===== src/rtl/wb_stage_if.sv =====
// Upstream instruction, register-file write and syscall signals of the writeback stage.
interface wb_stage_if #(
  parameter int REGISTER_WIDTH         = 64,
  parameter int REGISTERNO_WIDTH       = 5,
  parameter int INSTRUCTION_NAME_WIDTH = 96
);
  logic                              in_enable;
  logic                              out_ready;
  logic                              in_mm_load_bool;
  logic                              in_update_rd_bool;
  logic [REGISTERNO_WIDTH-1:0]       in_rd_regno;
  logic [REGISTER_WIDTH-1:0]         in_alu_result;
  logic [REGISTER_WIDTH-1:0]         in_mdata;
  logic [INSTRUCTION_NAME_WIDTH-1:0] in_opcode_name;
  logic                              out_rf_wr_en;
  logic [REGISTERNO_WIDTH-1:0]       out_rf_wr_regno;
  logic [REGISTER_WIDTH-1:0]         out_rf_wr_data;
  logic                              out_syscall_req;
  logic                              in_syscall_ack;
  logic [REGISTER_WIDTH-1:0]         in_syscall_result;
  logic                              out_syscall_flush;
  logic [63:0]                       out_retire_count;

  modport slave (
    input  in_enable, in_mm_load_bool, in_update_rd_bool, in_rd_regno,
           in_alu_result, in_mdata, in_opcode_name, in_syscall_ack, in_syscall_result,
    output out_ready, out_rf_wr_en, out_rf_wr_regno, out_rf_wr_data,
           out_syscall_req, out_syscall_flush, out_retire_count
  );

  modport master (
    output in_enable, in_mm_load_bool, in_update_rd_bool, in_rd_regno,
           in_alu_result, in_mdata, in_opcode_name, in_syscall_ack, in_syscall_result,
    input  out_ready, out_rf_wr_en, out_rf_wr_regno, out_rf_wr_data,
           out_syscall_req, out_syscall_flush, out_retire_count
  );
endinterface


===== src/rtl/wb_stage.sv =====
// Writeback stage: 2-entry FIFO retiring one instruction per cycle (push at N, write at N+1);
// ecall stalls intake (out_ready=0) through request/ack, a0 write and a one-cycle flush.
module wb_stage #(
  parameter int REGISTER_WIDTH         = 64,
  parameter int REGISTERNO_WIDTH       = 5,
  parameter int INSTRUCTION_NAME_WIDTH = 96
) (
  input logic       clk,
  input logic       reset,
  wb_stage_if.slave bus
);
  localparam logic [INSTRUCTION_NAME_WIDTH-1:0] ECALL_NAME = INSTRUCTION_NAME_WIDTH'("ecall");
  localparam logic [REGISTERNO_WIDTH-1:0]       A0_REGNO   = REGISTERNO_WIDTH'(10);

  typedef enum logic [1:0] {IDLE, SYSREQ, WRITE_A0, FLUSH} state_t;

  typedef struct packed {
    logic                        mm_load;
    logic                        update_rd;
    logic [REGISTERNO_WIDTH-1:0] rd_regno;
    logic [REGISTER_WIDTH-1:0]   alu_result;
    logic [REGISTER_WIDTH-1:0]   mdata;
    logic                        is_ecall;
  } entry_t;

  state_t                      state_q, state_d;
  entry_t                      fifo_q [2];
  entry_t                      head, new_entry;
  logic                        rd_ptr_q, wr_ptr_q;
  logic [1:0]                  count_q;
  logic                        ready, push, pop, clear;
  logic                        wr_en_q, wr_en_d;
  logic [REGISTERNO_WIDTH-1:0] wr_regno_q, wr_regno_d;
  logic [REGISTER_WIDTH-1:0]   wr_data_q, wr_data_d;
  logic [REGISTER_WIDTH-1:0]   result_q, result_d;
  logic                        req_q, req_d;
  logic                        flush_q;
  logic [63:0]                 retire_q, retire_d;

  assign head  = fifo_q[rd_ptr_q];
  assign ready = (count_q != 2'd2) && (state_q == IDLE);
  assign push  = bus.in_enable && ready;

  always_comb begin
    new_entry.mm_load    = bus.in_mm_load_bool;
    new_entry.update_rd  = bus.in_update_rd_bool;
    new_entry.rd_regno   = bus.in_rd_regno;
    new_entry.alu_result = bus.in_alu_result;
    new_entry.mdata      = bus.in_mdata;
    new_entry.is_ecall   = (bus.in_opcode_name == ECALL_NAME);
  end

  always_comb begin
    state_d    = state_q;
    pop        = 1'b0;
    clear      = 1'b0;
    wr_en_d    = 1'b0;
    wr_regno_d = wr_regno_q;
    wr_data_d  = wr_data_q;
    result_d   = result_q;
    req_d      = 1'b0;
    retire_d   = retire_q;
    case (state_q)
      IDLE: begin
        if (count_q != 2'd0) begin
          if (head.is_ecall) begin
            state_d = SYSREQ;
            req_d   = 1'b1;
          end else begin
            pop        = 1'b1;
            wr_en_d    = head.update_rd && (head.rd_regno != '0);
            wr_regno_d = head.rd_regno;
            wr_data_d  = head.mm_load ? head.mdata : head.alu_result;
            retire_d   = retire_q + 64'd1;
          end
        end
      end
      SYSREQ: begin
        req_d = 1'b1;
        if (bus.in_syscall_ack) begin
          req_d    = 1'b0;
          result_d = bus.in_syscall_result;
          state_d  = WRITE_A0;
        end
      end
      WRITE_A0: begin
        pop        = 1'b1;
        wr_en_d    = 1'b1;
        wr_regno_d = A0_REGNO;
        wr_data_d  = result_q;
        retire_d   = retire_q + 64'd1;
        state_d    = FLUSH;
      end
      FLUSH: begin
        // Younger entries behind the ecall are dropped unwritten.
        clear   = 1'b1;
        state_d = IDLE;
      end
      default: state_d = IDLE;
    endcase
  end

  always_ff @(posedge clk or negedge reset) begin
    if (!reset) begin
      state_q    <= IDLE;
      rd_ptr_q   <= 1'b0;
      wr_ptr_q   <= 1'b0;
      count_q    <= 2'd0;
      wr_en_q    <= 1'b0;
      wr_regno_q <= '0;
      wr_data_q  <= '0;
      result_q   <= '0;
      req_q      <= 1'b0;
      flush_q    <= 1'b0;
      retire_q   <= 64'd0;
    end else begin
      state_q    <= state_d;
      wr_en_q    <= wr_en_d;
      wr_regno_q <= wr_regno_d;
      wr_data_q  <= wr_data_d;
      result_q   <= result_d;
      req_q      <= req_d;
      flush_q    <= (state_d == FLUSH);
      retire_q   <= retire_d;
      if (clear) begin
        rd_ptr_q <= 1'b0;
        wr_ptr_q <= 1'b0;
        count_q  <= 2'd0;
      end else begin
        if (push) wr_ptr_q <= ~wr_ptr_q;
        if (pop)  rd_ptr_q <= ~rd_ptr_q;
        count_q <= count_q + {1'b0, push} - {1'b0, pop};
      end
    end
  end

  always_ff @(posedge clk) begin
    if (push) fifo_q[wr_ptr_q] <= new_entry;
  end

  assign bus.out_ready         = ready;
  assign bus.out_rf_wr_en      = wr_en_q;
  assign bus.out_rf_wr_regno   = wr_regno_q;
  assign bus.out_rf_wr_data    = wr_data_q;
  assign bus.out_syscall_req   = req_q;
  assign bus.out_syscall_flush = flush_q;
  assign bus.out_retire_count  = retire_q;
endmodule


===== src/flat_wrapper.sv =====
// flat-port wrapper written by rule: the top's interface ports become plain ports
module wb_stage_flat 
#(
  parameter int REGISTER_WIDTH         = 64,
  parameter int REGISTERNO_WIDTH       = 5,
  parameter int INSTRUCTION_NAME_WIDTH = 96
)
  (clk, reset, bus_in_enable, bus_in_mm_load_bool, bus_in_update_rd_bool, bus_in_rd_regno, bus_in_alu_result, bus_in_mdata, bus_in_opcode_name, bus_in_syscall_ack, bus_in_syscall_result, bus_out_ready, bus_out_rf_wr_en, bus_out_rf_wr_regno, bus_out_rf_wr_data, bus_out_syscall_req, bus_out_syscall_flush, bus_out_retire_count);
  wb_stage_if #(.REGISTER_WIDTH(REGISTER_WIDTH), .REGISTERNO_WIDTH(REGISTERNO_WIDTH), .INSTRUCTION_NAME_WIDTH(INSTRUCTION_NAME_WIDTH)) bus_i ();
  input logic clk;
  input logic reset;
  input wire logic [$bits(bus_i.in_enable)-1:0] bus_in_enable;
  input wire logic [$bits(bus_i.in_mm_load_bool)-1:0] bus_in_mm_load_bool;
  input wire logic [$bits(bus_i.in_update_rd_bool)-1:0] bus_in_update_rd_bool;
  input wire logic [$bits(bus_i.in_rd_regno)-1:0] bus_in_rd_regno;
  input wire logic [$bits(bus_i.in_alu_result)-1:0] bus_in_alu_result;
  input wire logic [$bits(bus_i.in_mdata)-1:0] bus_in_mdata;
  input wire logic [$bits(bus_i.in_opcode_name)-1:0] bus_in_opcode_name;
  input wire logic [$bits(bus_i.in_syscall_ack)-1:0] bus_in_syscall_ack;
  input wire logic [$bits(bus_i.in_syscall_result)-1:0] bus_in_syscall_result;
  output wire logic [$bits(bus_i.out_ready)-1:0] bus_out_ready;
  output wire logic [$bits(bus_i.out_rf_wr_en)-1:0] bus_out_rf_wr_en;
  output wire logic [$bits(bus_i.out_rf_wr_regno)-1:0] bus_out_rf_wr_regno;
  output wire logic [$bits(bus_i.out_rf_wr_data)-1:0] bus_out_rf_wr_data;
  output wire logic [$bits(bus_i.out_syscall_req)-1:0] bus_out_syscall_req;
  output wire logic [$bits(bus_i.out_syscall_flush)-1:0] bus_out_syscall_flush;
  output wire logic [$bits(bus_i.out_retire_count)-1:0] bus_out_retire_count;
  assign bus_i.in_enable = bus_in_enable;
  assign bus_i.in_mm_load_bool = bus_in_mm_load_bool;
  assign bus_i.in_update_rd_bool = bus_in_update_rd_bool;
  assign bus_i.in_rd_regno = bus_in_rd_regno;
  assign bus_i.in_alu_result = bus_in_alu_result;
  assign bus_i.in_mdata = bus_in_mdata;
  assign bus_i.in_opcode_name = bus_in_opcode_name;
  assign bus_i.in_syscall_ack = bus_in_syscall_ack;
  assign bus_i.in_syscall_result = bus_in_syscall_result;
  assign bus_out_ready = bus_i.out_ready;
  assign bus_out_rf_wr_en = bus_i.out_rf_wr_en;
  assign bus_out_rf_wr_regno = bus_i.out_rf_wr_regno;
  assign bus_out_rf_wr_data = bus_i.out_rf_wr_data;
  assign bus_out_syscall_req = bus_i.out_syscall_req;
  assign bus_out_syscall_flush = bus_i.out_syscall_flush;
  assign bus_out_retire_count = bus_i.out_retire_count;
  wb_stage #(.REGISTER_WIDTH(REGISTER_WIDTH), .REGISTERNO_WIDTH(REGISTERNO_WIDTH), .INSTRUCTION_NAME_WIDTH(INSTRUCTION_NAME_WIDTH)) u_core (.clk(clk), .reset(reset), .bus(bus_i));
endmodule

===== config.mk =====
export PLATFORM = sky130hd
export DESIGN_NAME = wb_stage_flat
export DESIGN_NICKNAME = d
export VERILOG_FILES = /design/src/rtl/wb_stage_if.sv /design/src/rtl/wb_stage.sv /design/src/flat_wrapper.sv
export SDC_FILE = /design/constraint.sdc
export NUM_CORES = 1
export LEC_CHECK = 0
export ABC_AREA = 1
export BUFFER_PORTS_ARGS = -buffer_cell sky130_fd_sc_hd__buf_2
export CAP_MARGIN = 20
export CORE_MARGIN = 2
export CORE_UTILIZATION = 54
export DETAILED_ROUTE_END_ITERATION = 10
export PLACE_DENSITY = 0.81
export SLEW_MARGIN = 10
export SYNTH_ARGS = -nofsm -noshare
export SYNTH_HDL_FRONTEND = slang
export SYNTH_SLANG_ARGS = --single-unit

===== constraint.sdc =====
create_clock -name clk -period 8.3 [get_ports clk]
set_input_delay 1.245 -clock clk [delete_from_list [all_inputs] [get_ports clk]]
set_output_delay 1.245 -clock clk [all_outputs]
set_load 0.01 [all_outputs]

==> results.toml <==
[yosys]
synth_top_area_frac = 0.405
yosys_warnings = 0
ys_top_cells_by_area = "edfxtp_1 41%, dfrtp_1 26%, nand2_1 9.1%"
syn_inst = 1808
syn_nets = 2110
synth-seq-cells = 478
avgSynthCellArea_um2 = 11.1
synth_top_area_cell = "edfxtp_1"
synth_area_um2 = 20200
yosysSeqAreaShare = 0.661
synth.distinct_cells = 39

[placement]
routabilityCongestion = 0.914
hpwl_um = 37300
placed_area_um2 = 22700
port_buffers = 435

[clock_tree]
cts.sinks = 478
cts_buffers = 48
clkLatencyLatePin_ns = 0.59
post_cts_buffers = 0
holdBufCountCts = 0
cts_buffer_depth = 3
cts_root_buffer = "clkbuf_16"
cts_tree = "yes"
cts.repair.resized = 0
cts_htree_levels = 2
clk_pin_slew_ns = 0.06

[timing]
setup_viol = 0
skew_ns = 0.0207
fmax_mhz = 213
hold_viol_final = 0
report.final.slew_viol_count = 0
period_needed_ns = 4.70
tightest_slew_ns = 1.10
tns_ns = 0
layout_worst_path_cycle_share = 0.567
rsz0062_at_grt = "no"
relSlewSlack = 0.269

[run_status]
status = "completed"

[floorplanning]
rows = 70
die_w_um = 197
die_h_um = 197
initial_core_util = 0.549
die_area_um2 = 38900
core_region_area_um2 = 36700
io_pins = 436

[power_and_ir_drop]
power.total_uw = 8190
power.density_nw_per_um2 = 336
ir_drop_v = 0.000236
power.leakage_uw = 0.0105

[worst_setup_path]
critPathMaxStageDelay_ns = 0.86
worstPathMaxFanout = 96
slowest_stage = "buf_4"
end_kind = "flop"
worst-setup-path-type = "reg2reg"
critical_path.most_common_cell = "buf_4"
cp.required_ns = 8.76
path_cells = "inv_4 > buf_4 > nand2_1 > nand2_2 > buf_4 > inv_2 > buf_4 > a21oi_1 > a21oi_1 > o21ai_0 > nand2_1"
r2r_slack_ns = 3.60
critPathArrivalTime_ns = 5.16
start_kind = "flop"

[layout]
layout_commonest_cell = "nand2_1"
syn2layout_area_growth_pct = 20.7
fin_nets = 2529
final_cell_mix = "489 x nand2_1, 434 x buf_2, 272 x edfxtp_1"
final_layout_size_suffix_gt1_frac = 0.300
nFillCells = 2754
final_cell_area_um2 = 24300

[route]
wirelength_um = 55400
wl_per_cell_um = 20.1
first_iter_violations = 1193
drc = 0
ant_nets = 0
viasPerCell = 5.61
firstDrtPassIters = 7
num_vias = 15400

[global_route]
grt_max_degree = 97
grt_pass1_vias = 15600
grt_pass1_wl_um = 84300
antenna_found_initial = 19
overflow = 0
grt_util_all_layers = 0.286

[job]
maxCapViolations = 0

[min_path]
hold_class = "reg2reg"
==> state kept, by name, summed over array words and instances, names as in the netlist <==
name,cells
u_core.bus.out_rf_wr_data,64
u_core.bus.out_syscall_flush,1
u_core.bus.out_rf_wr_regno,5
u_core.fifo_q,272
u_core.bus.out_syscall_req,1
u_core.result_q,64
u_core.bus.out_rf_wr_en,1
u_core.count_q,2
u_core.wr_ptr_q,1
u_core.bus.out_retire_count,64
u_core.state_q,2
u_core.rd_ptr_q,1
==> per-stage QoR <==
step | std cells | hold slack [ns] | worst slack [ns] | utilization
floorplan | 1808 | 0.455 | 0.653 | -
global placement | 2644 | 0.454 | 3.79 | 0.618
detailed placement | 2645 | 0.455 | 3.71 | 0.619
CTS | 2735 | 0.469 | 3.68 | 0.662
global route | 2749 | 0.491 | 3.39 | 0.663
finish | 2751 | 0.470 | 3.60 | 0.663
==> kinds of logic (layout without fill, tap and decap cells) <==
| logic type | Yosys count | in the layout | synth area share |
|---|---|---|---|
| compound gates | 266 | 266 | 0.0744 |
| fa+ha+maj | 3 | 3 | 0.00186 |
| other cells | 0 | 16 | 0 |
| flops | 478 | 478 | 0.661 |
| simple gates | 802 | 802 | 0.174 |
| buf+inv | 146 | 605 | 0.0315 |
| xor+xnor | 48 | 48 | 0.0209 |
| mux | 65 | 65 | 0.0362 |
==> routing by layer <==
| layer | vias up | global-route usage | wire, um |
|---|---|---|---|
| met1 | 7447 | 0.347 | 20800 |
| met3 | 155 | 0.0454 | 4010 |
| li1 | 7089 | - | - |
| met4 | 4 | 0.172 | 2940 |
| met5 | - | 0 | 26 |
| met2 | 743 | 0.483 | 27600 |
==> final cells by class <==
| class | instances | area (um2) | share of cell area |
|---|---|---|---|
| Multi-Input combinational cell | 1184 | 6230 | 0.256 |
| Clock inverter | 18 | 245 | 0.0101 |
| Clock buffer | 72 | 1340 | 0.0551 |
| Sequential cell | 478 | 13300 | 0.548 |
| Timing Repair Buffer | 449 | 2310 | 0.0950 |
| Inverter | 66 | 253 | 0.0104 |
| Tap cell | 468 | 586 | 0.0241 |
| Antenna cell | 16 | 40.0 | 0.00165 |
==> synthesized netlist by cell type (all sizes together) <==
cell type    n
nand2      494
edfxtp     272
dfrtp      206
a21oi      131
nor2       125
o21ai       68
inv         66
or2         65
mux2        64
o211ai      64
buf         52
nand3       45
nand4       32
xnor2       29
clkbuf      28
xor2        19
nand3b      14
nor4        11
nor3         8
ha           3
a22o         2
and2         2
and3         2
nor3b        2
a31oi        1
mux2i        1
nand2b       1
nor2b        1
==> critical path, delay by kind of cell, from the launching register on <==
family	cells	cell delay [ns]
AO/OA/AOI/OAI	3	0.48
buffers and inverters	5	2.86
flip-flops	1	0.74
AND/OR/NAND/NOR	3	0.31
==> power breakdown <==
group          total [uW]  switching (uW)  internal, uW
Clock                2180             900          1280
Sequential           3480             325          3160
Combinational        2530            1650           878
Total                8190            2870          5310
==> path summary, 6_finish.rpt <==
check	endpoint	cells past startpoint	from
min in group asynchronous	u_core.bus.out_retire_count[2]	1	reset
max	u_core.bus.out_rf_wr_data[57]	11	u_core.rd_ptr_q
max in group asynchronous	u_core.bus.out_retire_count[30]	2	reset
max reg2reg	u_core.bus.out_rf_wr_data[57]	11	u_core.rd_ptr_q
min	u_core.bus.out_rf_wr_regno[0]	2	u_core.bus.out_rf_wr_regno[0]
min reg2reg	u_core.bus.out_rf_wr_regno[0]	2	u_core.bus.out_rf_wr_regno[0]
(Power assumes the default switching activity.)
